==> config.mk <==
export PLATFORM = sky130hd
export DESIGN_NAME = corner_addr_buffer
export DESIGN_NICKNAME = d
export VERILOG_FILES = /design/src/rtl/corner_addr_buffer.sv
export SDC_FILE = /design/constraint.sdc
export NUM_CORES = 1
export LEC_CHECK = 0
export BUFFER_PORTS_ARGS = -buffer_cell sky130_fd_sc_hd__buf_2
export CAP_MARGIN = 20
export CORE_UTILIZATION = 45
export CTS_CLUSTER_DIAMETER = 150
export DETAILED_ROUTE_END_ITERATION = 10
export PLACE_DENSITY = 0.71
export RECOVER_POWER = 100
export SLEW_MARGIN = 15
export SYNTH_ARGS = -nofsm -noshare
export SYNTH_HDL_FRONTEND = slang
export SYNTH_SLANG_ARGS = --single-unit
==> constraint.sdc <==
create_clock -name i_clk -period 35.3 [get_ports i_clk]
set_clock_uncertainty 0.15 [all_clocks]
set_input_delay 1.765 -clock i_clk [delete_from_list [all_inputs] [get_ports i_clk]]
set_output_delay 1.765 -clock i_clk [all_outputs]
set_load 0.02 [all_outputs]
==> src/rtl/corner_addr_buffer.sv <==
// Stores FAST9 corner addresses in arrival order and presents a frozen snapshot to the matcher.
// Latency: rd_req to o_out_valid is 1 cycle. The snapshot is held until o_out_ready, and writes stall until then.
module corner_addr_buffer #(
  parameter int ADDR_W = 15,
  parameter int DEPTH  = 16,
  parameter int CNT_W  = $clog2(DEPTH + 1),
  parameter int DROP_W = 8
) (
  input  logic                    i_clk,
  input  logic                    i_rst,
  input  logic                    i_clear,
  input  logic                    i_wr_en,
  input  logic [ADDR_W-1:0]       i_wr_addr,
  output logic                    o_wr_ready,
  input  logic                    i_rd_req,
  output logic                    o_out_valid,
  input  logic                    i_out_ready,
  output logic [ADDR_W*DEPTH-1:0] o_position,
  output logic [DEPTH-1:0]        o_valid_mask,
  output logic [CNT_W-1:0]        o_out_count,
  output logic [CNT_W-1:0]        o_count,
  output logic                    o_full,
  output logic                    o_overflow,
  output logic [DROP_W-1:0]       o_drop_cnt
);

  typedef enum logic {S_FILL = 1'b0, S_READ = 1'b1} state_t;

  state_t                  r_state;
  state_t                  w_state_nxt;
  logic [ADDR_W-1:0]       r_entry [DEPTH];
  logic [CNT_W-1:0]        r_count;
  logic [CNT_W-1:0]        w_count_nxt;
  logic                    r_overflow;
  logic [DROP_W-1:0]       r_drop_cnt;
  logic [ADDR_W*DEPTH-1:0] r_position;
  logic [ADDR_W*DEPTH-1:0] w_position;
  logic [DEPTH-1:0]        r_valid_mask;
  logic [DEPTH-1:0]        w_valid_mask;
  logic [CNT_W-1:0]        r_out_count;
  logic                    w_full;
  logic                    w_wr_ready;
  logic                    w_wr_acc;
  logic                    w_wr_drop;
  logic                    w_snap;
  logic                    w_hs;

  assign w_full = (r_count == CNT_W'(DEPTH));

  always_ff @(posedge i_clk or posedge i_rst) begin
    if (i_rst) r_state <= S_FILL;
    else       r_state <= w_state_nxt;
  end

  always_comb begin
    w_state_nxt = r_state;
    if (i_clear) begin
      w_state_nxt = S_FILL;
    end else begin
      case (r_state)
        S_FILL:  if (i_rd_req) w_state_nxt = S_READ;
        S_READ:  if (i_out_ready) w_state_nxt = S_FILL;
        default: w_state_nxt = S_FILL;
      endcase
    end
  end

  always_comb begin
    w_wr_ready = (r_state == S_FILL) && !w_full;
    w_wr_acc   = i_wr_en && w_wr_ready && !i_clear;
    w_wr_drop  = i_wr_en && (r_state == S_FILL) && w_full && !i_clear;
    w_snap     = (r_state == S_FILL) && i_rd_req && !i_clear;
    w_hs       = (r_state == S_READ) && i_out_ready && !i_clear;
  end

  // The snapshot includes a write accepted on the same edge; slots past the fill level read as zero.
  always_comb begin
    w_count_nxt  = r_count + CNT_W'(w_wr_acc);
    w_position   = '0;
    w_valid_mask = '0;
    for (int i = 0; i < DEPTH; i++) begin
      if (CNT_W'(i) < r_count)
        w_position[ADDR_W*(DEPTH-i)-1 -: ADDR_W] = r_entry[i];
      else if (w_wr_acc && (CNT_W'(i) == r_count))
        w_position[ADDR_W*(DEPTH-i)-1 -: ADDR_W] = i_wr_addr;
      w_valid_mask[DEPTH-1-i] = (CNT_W'(i) < w_count_nxt);
    end
  end

  always_ff @(posedge i_clk or posedge i_rst) begin
    if (i_rst) begin
      for (int i = 0; i < DEPTH; i++) r_entry[i] <= '0;
      r_count      <= '0;
      r_overflow   <= 1'b0;
      r_drop_cnt   <= '0;
      r_position   <= '0;
      r_valid_mask <= '0;
      r_out_count  <= '0;
    end else if (i_clear) begin
      r_count      <= '0;
      r_overflow   <= 1'b0;
      r_drop_cnt   <= '0;
      r_position   <= '0;
      r_valid_mask <= '0;
      r_out_count  <= '0;
    end else if (w_hs) begin
      r_count    <= '0;
      r_overflow <= 1'b0;
      r_drop_cnt <= '0;
    end else begin
      for (int i = 0; i < DEPTH; i++)
        if (w_wr_acc && (r_count == CNT_W'(i))) r_entry[i] <= i_wr_addr;
      r_count <= w_count_nxt;
      if (w_wr_drop) begin
        r_overflow <= 1'b1;
        if (r_drop_cnt != {DROP_W{1'b1}}) r_drop_cnt <= r_drop_cnt + DROP_W'(1);
      end
      if (w_snap) begin
        r_position   <= w_position;
        r_valid_mask <= w_valid_mask;
        r_out_count  <= w_count_nxt;
      end
    end
  end

  assign o_wr_ready   = w_wr_ready;
  assign o_out_valid  = (r_state == S_READ);
  assign o_position   = r_position;
  assign o_valid_mask = r_valid_mask;
  assign o_out_count  = r_out_count;
  assign o_count      = r_count;
  assign o_full       = w_full;
  assign o_overflow   = r_overflow;
  assign o_drop_cnt   = r_drop_cnt;

endmodule
Word level (Yosys, flattened, before mapping)
Cells that the tools add are included. W data, S select, Z words.

Output and inout bits: 278. Flip-flop bits (word level): 516. Bits of input ports: 21. Logic and storage cells: 212.

Add/sub/neg operators: 2. Bitwise logic cells: 3. Eq/ne operators: 33. Magnitude comparators: 32. Reductions and logical operators: 65. Multiplexer cells: 54.

Operators with widths (count): $mux W240 (3); $mux W15 (32); $lt A4 B5 Y1 const A (16); $mux W16 (3); $reduce_and A3 Y1 (16); $logic_and A1 B1 Y1 (41); $eq A4 B5 Y1 const A (8); $eq A5 B4 Y1 const B (8); $lt A3 B5 Y1 const A (8); $mux W8 (4); $mux W5 (5); $eq A3 B5 Y1 const A (4); $eq A5 B3 Y1 const B (4); $lt A1 B5 Y1 const A (4); $lt A2 B5 Y1 const A (4); $eq A2 B5 Y1 const A (2); $eq A5 B2 Y1 const B (2); $add A8 B1 Y8 const B (1); $ne A8 B8 Y1 const B (1); $mux W1 (6); $reduce_bool A3 Y1 (2); $add A5 B1 Y5 (1); $eq A1 B5 Y1 const A (1); $eq A5 B1 Y1 const B (1); 8 further kinds (12).

Longest topological paths before layout
Depth in word-level cells: 11. Depth in mapped cells: 10. Depth with buffers taken out: 9.

Least setup slack after synthesis
No wires, ideal clock.

Kind: input to register. Start: input port i_clear. End: register r_valid_mask[7] (netlist: o_valid_mask[7]). Arrival time: 3.752 ns. Required time: 35.026 ns. Slack: 31.274 ns. Path buffers: 2. Setup time: 0.124 ns. Stages on the path: 10. Path through: buf_2 or3b_4 buf_6 nor2_1 ha_1 ha_1 nand3_1 xnor2_1 o22ai_1 a211o_1.

Word-level cells in the longest chain between the ends: 7. Elaborated cells between the ends (all ways): 12. Classes of those cells: add/sub: 1; order compare: 1; eq/ne: 1; mux: 3; reduce/logical: 6.

Ends and longest elaborated chain: start, declared (line 11) `input logic i_clear,`; $logic_not A1 Y1 (line 70, 72, 73); $logic_and A1 B1 Y1 (line 70) `w_wr_acc = i_wr_en && w_wr_ready && !i_clear;`; $add A5 B1 Y5 (line 78) `w_count_nxt = r_count + CNT_W'(w_wr_acc);`; $lt A4 B5 Y1 (line 86) `w_valid_mask[DEPTH-1-i] = (CNT_W'(i) < w_count_nxt);`; $mux W16 (line 118) `if (w_snap) begin`; $mux W16 (line 106) `end else if (w_hs) begin`; $mux W16 (line 99) `end else if (i_clear) begin`; end signal, assigned (line 120) `r_valid_mask <= w_valid_mask;`; end, declared (line 38) `logic [DEPTH-1:0] r_valid_mask;`.

Parallel ways exist; a longest one is shown, timed or not. The select of a mux whose other input is x is not followed. A chain may end at the register's enable or synchronous reset.

==> reports/metrics.yaml <==
fp-row-count: 78
via_per_inst: 5.927
syn_nets: 1817
worst_pin_slew_ps: 6191
maxSlewHeadroom_pct: -312.7
path_max_fanout: 137
ir_drop_v: 0.00003477
clock_path_buffers: 3
drive_gt1_share_pct: 12.11
crit_path_frequent_cell: "clkbuf_1"
startpoint_type: "input port"
clkSinkCount: 515
grt_util_met1_pct: 38.82
met3_usage_pct: 4.898
violations: "max-capacitance violations, max-slew violations"
crit_family: "buffers and inverters"
crit_type: "in -> async"
critPathRequiredTime_ps: 34940
synth_flop_cell: "dfrtp_1"
holdBufCountCts: 0
grt_max_degree: 138
cp_cell_sequence: "clkbuf_1 -> clkinvlp_2 -> clkbuf_1 -> clkbuf_1"
power_mw: 1.242
ys_ff_latch: 515
netlist_instances: 1793
setup_viol_count_final: 0
track_usage_pct: 26.72
die_h_microns: 216.2
clk_latency_ps: 600
synth-edff-count: 0
coreArea_sq_um: 45280
route.detailed.drc: 0
endpoint_kind: "asynchronous set/reset pin"
synth_area_sq_um: 20640
place.gp.congestion: 0.8020
cp_num_buf_inv: 4
cp_slowest_cell: "clkinvlp_2"
port_buffers: 298
synth_area_leaders: "dfrtp_1, mux2_2, a22oi_1, nand2_1, o21ai_0"
num_vias: 15808
grt_first_pass_wirelength_microns: 95010
rrSetupSlack_ps: 30860
initial_core_util_pct: 45.58
clkTransAtPathRegs_ps: 60
grt_pass1_vias: 15308
critPathArrivalTime_ps: 11170
synth_area_leader_cell: "dfrtp_1"
holdCritPathClass: "reg -> reg"
yosysMostFrequentCell: "dfrtp_1"
leakagePower_nw: 11.27
dr.pass1.iters: 7
final_cell_count_no_fill: 2667
yosysSeqAreaShare_pct: 62.44
die_w_microns: 216.2
avgSynthCellArea_sq_um: 11.51
ys_warn_count: 0
ys_top_cells_by_count: "dfrtp_1, nand2_1, o21ai_0"
fmax_mhz: 86.73
post_cts_resized: 0
cts_max_level: 2
finalHoldViolations: 0
cap_viol_max_count: 11
fin_nets: 2048
min_period_ps: 11530
cts_buffers: 52
outcome: "finished with violations"
io_pins: 299
routed_wl_microns: 63250
reg2reg_to: "o_position[46]"
timing.rr.start: "o_out_valid"
hpwlAfterDp_microns: 40360
gr-max-usage-layer: "met2"
grt.overflow.total: 0
setup-tns-final_ps: 0
place_ws_ps: 30500
cts-root-buf: "clkbuf_16"
antenna_left: 0
rsz0062_at_grt: "false"
slew_viol_final: 716
post_cts_buffers: 0
met2_usage_pct: 40.05
ys_async_sr_fraction_pct: 100.0
period_share_pct: 32.66
setup_ws_ps: 23770
reg2reg_depth: 5
antenna_found_initial: 2
synth_top_area_share_pct: 62.44
drtIter0Drc: 1914
synth_cell_types: 53
hold_start: "r_entry[25]"
dp.cells: 2564
die_area_sq_um: 46730
area_delta_synth_final_pct: 15.38
wl_per_cell_microns: 23.72
slowest_delay_ps: 3340
powerDensity_nw_per_um2: 52.17
hold-path-cell-count: 2
worstHoldEndpoint: "o_position[25]"
cts_tree: "yes"
## state kept, by name (all words and copies together) (netlist names)
register and count:
o_count 5, o_out_valid 1, o_out_count 4, o_drop_cnt 8, o_overflow 1, o_position 240
r_entry 240, o_valid_mask 16
## metal layers
layer / part of all wire, % / wire length [microns]
met1: 44 / 27620
met2: 46 / 28970
met3: 7.5 / 4733
met4: 2.9 / 1865
met5: 0.082 / 52
## cell type report
type / instances / area, sq um
Fill cell: 4082 / 21470
Timing Repair Buffer: 332 / 1321
Inverter: 68 / 256.5
Clock inverter: 12 / 152.6
Multi-Input combinational cell: 1055 / 6840
Clock buffer: 83 / 1600
Sequential cell: 515 / 12890
Antenna cell: 2 / 5.005
Tap cell: 600 / 750.7
## cells in the final DEF, fill, tap and decap left out, types with 7 or more instances in the layout
| cell | synthesis | final |
|---|---|---|
| a21oi_1 | 23 | 22 |
| o21ai_0 | 178 | 212 |
| buf_2 | 28 | 18 |
| clkbuf_1 | 119 | 317 |
| a21o_1 | 9 | 9 |
| dfrtp_1 | 515 | 515 |
| a222oi_1 | 45 | 45 |
| buf_4 | 1 | 10 |
| nor2_1 | 64 | 64 |
| clkbuf_16 | 0 | 54 |
| mux2_2 | 134 | 132 |
| a221o_1 | 48 | 48 |
| nand3_1 | 29 | 29 |
| clkbuf_8 | 0 | 14 |
| a22oi_1 | 150 | 150 |
| inv_1 | 68 | 67 |
| clkinv_2 | 0 | 7 |
| nand2_1 | 260 | 260 |
## report_power, final
| group | leakage [nW] | internal (mW) | switching, mW |
|---|---|---|---|
| registers | 7.10 | 0.607 | 0.00940 |
| logic | 3.30 | 0.0152 | 0.0480 |
| clock network | 0.867 | 0.332 | 0.231 |
## through the flow
step	cell area [sq um]	util (%)	hold slack, ps
floorplan	20640	-	293.0
global placement	22470	49.61	303.0
detailed placement	22500	49.68	304.6
CTS	24250	53.55	318.4
global route	23810	52.58	341.1
finish	23810	52.59	318.5
## worst max-delay path by stage
stage / from / to / slack, ps / cells after the start
6_report: i_rst / o_position[172] / 23770 / 4
5_1_grt: i_rst / o_valid_mask[5] / 21640 / 4
4_1_cts: o_count[2] / o_wr_ready / 31040 / 4
3_5_place_dp: i_clear / r_entry[122] / 30500 / 5
3_3_place_gp: i_clear / r_entry[122] / 30630 / 5
2_1_floorplan: i_rst / o_count[0] / 19000 / 1
## worst reg2reg max path, stage by stage (launching register included)
cell and delay, ps:
dfrtp_1 500, nor3b_1 240, clkbuf_1 2020, nand2_1 1030, nor2_1 290, a221o_1 150
## cell families (layout without fill, tap and decap cells)
kind of cell	Yosys count	count (layout)	share of synthesized area [%]
DFF	515	515	62.44
AOI/OAI and AO/OA	506	506	16.74
adders and majority gates	3	3	0.1819
buffers and inverters	223	495	4.389
other	0	2	0
xor gates and xnor gates	5	5	0.2122
muxes	137	137	7.462
and+or+nand+nor	404	404	8.578
No activity file was read; power rests on OpenSTA's default activity.
